--- src/rtl/pipe_in_fifo.sv ---
// pipe_in_fifo: terminating PipeIn consumer; buffers enq beats and re-presents them as PipeOut first/deq.
module pipe_in_fifo #(
  parameter int width = 32,
  parameter int depth = 4,
  parameter int cntw = $clog2(depth) + 1
) (
  input  logic             CLK,
  input  logic             nRST,
  input  logic             enq__ENA,
  input  logic [width-1:0] enq_v,
  output logic             enq__RDY,
  output logic [width-1:0] first,
  output logic             first__RDY,
  input  logic             deq__ENA,
  output logic             deq__RDY,
  output logic [cntw-1:0]  count,
  output logic             ovf,
  output logic             udf
);
  localparam int aw = $clog2(depth);
  logic [width-1:0] mem [depth];
  logic [aw-1:0] wrPtr, rdPtr;
  logic doEnq, doDeq;
  always_comb begin
    enq__RDY = count != cntw'(depth);
    deq__RDY = count != '0;
    first__RDY = deq__RDY;
    first = deq__RDY ? mem[rdPtr] : '0;
    doEnq = enq__ENA & enq__RDY;
    doDeq = deq__ENA & deq__RDY;
  end
  always_ff @(posedge CLK)
    if (doEnq) mem[wrPtr] <= enq_v;
  always_ff @(posedge CLK or negedge nRST)
    if (!nRST) begin
      wrPtr <= '0;
      rdPtr <= '0;
      count <= '0;
      ovf <= 1'b0;
      udf <= 1'b0;
    end else begin
      if (doEnq) wrPtr <= wrPtr + aw'(1);
      if (doDeq) rdPtr <= rdPtr + aw'(1);
      count <= count + cntw'(doEnq) - cntw'(doDeq);
      if (enq__ENA & ~enq__RDY & ~doDeq) ovf <= 1'b1;
      if (deq__ENA & ~deq__RDY & ~doEnq) udf <= 1'b1;
    end
endmodule
--- config.mk ---
export PLATFORM = sky130hd
export DESIGN_NAME = pipe_in_fifo
export DESIGN_NICKNAME = d
export VERILOG_FILES = /design/src/rtl/pipe_in_fifo.sv
export SDC_FILE = /design/constraint.sdc
export NUM_CORES = 1
export LEC_CHECK = 0
export CAP_MARGIN = 20
export CORE_ASPECT_RATIO = 1.25
export CORE_MARGIN = 4
export CORE_UTILIZATION = 55
export DETAILED_ROUTE_END_ITERATION = 10
export MAX_ROUTING_LAYER = met4
export PLACE_DENSITY = 0.77
export SYNTH_ARGS = -nofsm -noshare
export SYNTH_HDL_FRONTEND = slang
export SYNTH_SLANG_ARGS = --single-unit
--- constraint.sdc ---
create_clock -name CLK -period 4.6 [get_ports CLK]
set_input_delay 0.69 -clock CLK [delete_from_list [all_inputs] [get_ports CLK]]
set_output_delay 0.69 -clock CLK [all_outputs]
set_load 0.1 [all_outputs]
==> impl_metrics.py <==
metrics = {
    "status": {
        "status": "completed",
    },
    "clocking": {
        "cts_tree": "yes",
        "clk_latency_ns": 0.41,
        "cts_root_buf": "clkbuf_16",
        "htree_levels": 4,
        "post-cts-setup-buffers": 0,
        "clkSlewWorstSetupHoldPaths_ns": 0.05,
        "clockBufferDepth": 2,
        "cts.sinks": 137,
        "cts_buffers": 17,
        "cts_resized": 0,
        "hold_buffers": 0,
    },
    "timing": {
        "min_period_ns": 3.31,
        "whs_ns": 0.477,
        "hold_viol_final": 0,
        "rsz0062_at_grt": "false",
        "setup_tns_ns": 0,
        "relSlewSlack_pct": 34.8,
        "maxSlewViolCount": 0,
        "fin_skew_ns": 0.0114,
        "setup_violations": 0,
        "tightest_slew_ns": 0.975,
        "fin_crit_sh_pct": 72.0,
        "max_clock_freq_mhz": 302,
    },
    "setup_path": {
        "startpoint": "rdPtr[0]",
        "rrSetupSlack_ns": 2.09,
        "cp_num_buf_inv": 2,
        "r2r_start": "count[1]",
        "r2r_cells": 9,
        "start_kind": "register",
        "cpPeakStageDelay_ns": 0.89,
        "r2r_end": "count[2]",
        "path_cells": "buf_4, mux4_2, and2_1, buf_4",
        "arrival_ns": 2.62,
        "path_delay_family": "flip-flops",
        "crit_required_ns": 3.91,
        "worst-path-max-fanout": 26,
        "crit_top_cell": "buf_4",
        "worst_path_max_delay_cell": "dfrtp_2",
        "critPathCaptureType": "output pin",
        "criticalPathCategory": "reg -> out",
    },
    "floorplan": {
        "die_y_um": 118,
        "die_w_um": 96.4,
        "initial_core_util_pct": 56.2,
        "row_count": 40,
        "fp.dieArea_um2": 11400,
        "io_pins": 76,
        "placeableCoreArea_um2": 9560,
    },
    "grt": {
        "grt_max_degree": 34,
        "grt-ovfl-total": 0,
        "grt_pass1_wl_um": 14800,
        "antenna_found_initial": 0,
        "grt_pass1_vias": 2762,
        "gr-usage-met3_pct": 4.39,
        "top_usage_layer": "met2",
        "grt_usage_pct": 18.7,
        "grtUsageMet2_pct": 30.2,
        "globalRouteMet1Util_pct": 22.1,
    },
    "placement": {
        "gp_congestion": 0.733,
        "portBuffers": 75,
        "hpwlAfterDp_um": 5530,
        "place_inst": 436,
    },
    "worst_hold_path": {
        "whs_path_depth": 2,
        "hold_path_class": "reg -> reg",
        "min_to": "udf",
        "min-delay-start": "udf",
    },
    "logic_synthesis": {
        "syn-mean-instance-area_um2": 21.7,
        "synth_top_area_cell": "edfxtp_1",
        "yosysSeqAreaShare_pct": 75.8,
        "syn_inst": 247,
        "synth_cell_types": 23,
        "syn_nets": 289,
        "synth_top_area_share_pct": 71.6,
        "ys_ff_latch": 137,
        "syn-cell-area_um2": 5370,
        "synth_area_leaders": "edfxtp_1 (72%), mux4_2 (12%), and2_1 (4.2%)",
        "yosys_warnings": 0,
    },
    "cells_and_area": {
        "final_nets": 371,
        "instances_no_fill": 468,
        "fill_cells": 594,
        "antenna_cells": 0,
        "drive_gt1_share_pct": 28.7,
        "syn_to_final_growth_pct": 24.1,
    },
    "drt": {
        "vias": 2523,
        "ant_nets": 0,
        "dr.pass1.iters": 4,
        "drt_iter0_markers": 150,
        "routed_wl_um": 9260,
        "wl_per_cell_um": 19.8,
        "routed_via_density": 5.39,
        "drc": 0,
    },
    "run": {
        "maxCapViolations": 0,
    },
}
synthesized netlist by cell type:
library cell and n:
mux4_2 28, a31o_2 1, buf_4 1, or3_1 1, nand2_1 1, dfrtp_1 9, buf_6 1, o31ai_1 1
mux4_1 4, and2_1 36, ha_1 5, xnor2_1 6, fa_1 1, inv_1 7, mux2_2 1, buf_2 4
nor2b_1 1, edfxtp_1 128, buf_12 3, nor3b_1 1, clkbuf_1 5, nand3_1 1, nor2_1 1
worst max-delay path by stage:
stage | to | depth (start not counted)
6_report | first[12] | 4
5_1_grt | first[12] | 4
4_1_cts | first[12] | 4
3_5_place_dp | first[12] | 4
3_3_place_gp | first[12] | 4
2_1_floorplan | first[22] | 4
placed cells by master, fill, tap and decap left out, types with 4 or more instances in the layout:
cell / instances
edfxtp_1: 128
dfrtp_1: 7
clkbuf_16: 17
mux4_2: 28
mux4_1: 4
clkinv_2: 6
xnor2_1: 6
ha_1: 5
and2_2: 4
inv_1: 7
and2_1: 32
clkdlybuf4s50_1: 41
buf_4: 36
flip-flops by register name (all words and copies together), names as in the netlist:
signal,count
mem,128
count,3
rdPtr,2
wrPtr,2
ovf,1
udf,1
per-stage QoR:
step | cell area, µm² | worst slack (ns) | util (%)
after floorplan | 5370 | 0.601 | -
after global placement | 6100 | 1.65 | 63.8
after detailed placement | 6100 | 1.66 | 63.8
after CTS | 6670 | 1.21 | 69.7
after global routing | 6670 | 1.12 | 69.7
final | 6670 | 1.29 | 69.7
logic make-up (layout without fill, tap and decap cells):
group | after synthesis | count (layout) | synth area share [%]
buf+inv | 21 | 116 | 2.68
fa+ha+maj | 6 | 6 | 1.54
mux | 33 | 33 | 13.9
flops | 137 | 137 | 75.8
xor+xnor | 6 | 6 | 0.979
simple gates | 42 | 42 | 4.80
compound gates | 2 | 2 | 0.303
cell type report:
type,count,area (µm²),share of cell area (%)
sequential,137,4070,61.1
multi-input combinational,89,1160,17.4
timing repair buffer,77,681,10.2
clock buffer,20,437,6.55
tap,126,158,2.37
clock inverter,12,131,1.97
inverter,7,26.3,0.394
routing by layer:
layer / up-vias / share of wire, %
li1: 1145 / -
met1: 1286 / 38
met2: 84 / 55
met3: 8 / 5.0
met4: 0 / 1.2
met5: - / 0
worst min-delay path: stages (launching register included):
cell and delay, ns:
dfrtp_1 0.34, inv_1 0.04, o31ai_1 0.06
Power is left out: the tool's default activity adds up to more than one toggle a clock period on the data nets, which glitch-free logic cannot reach.
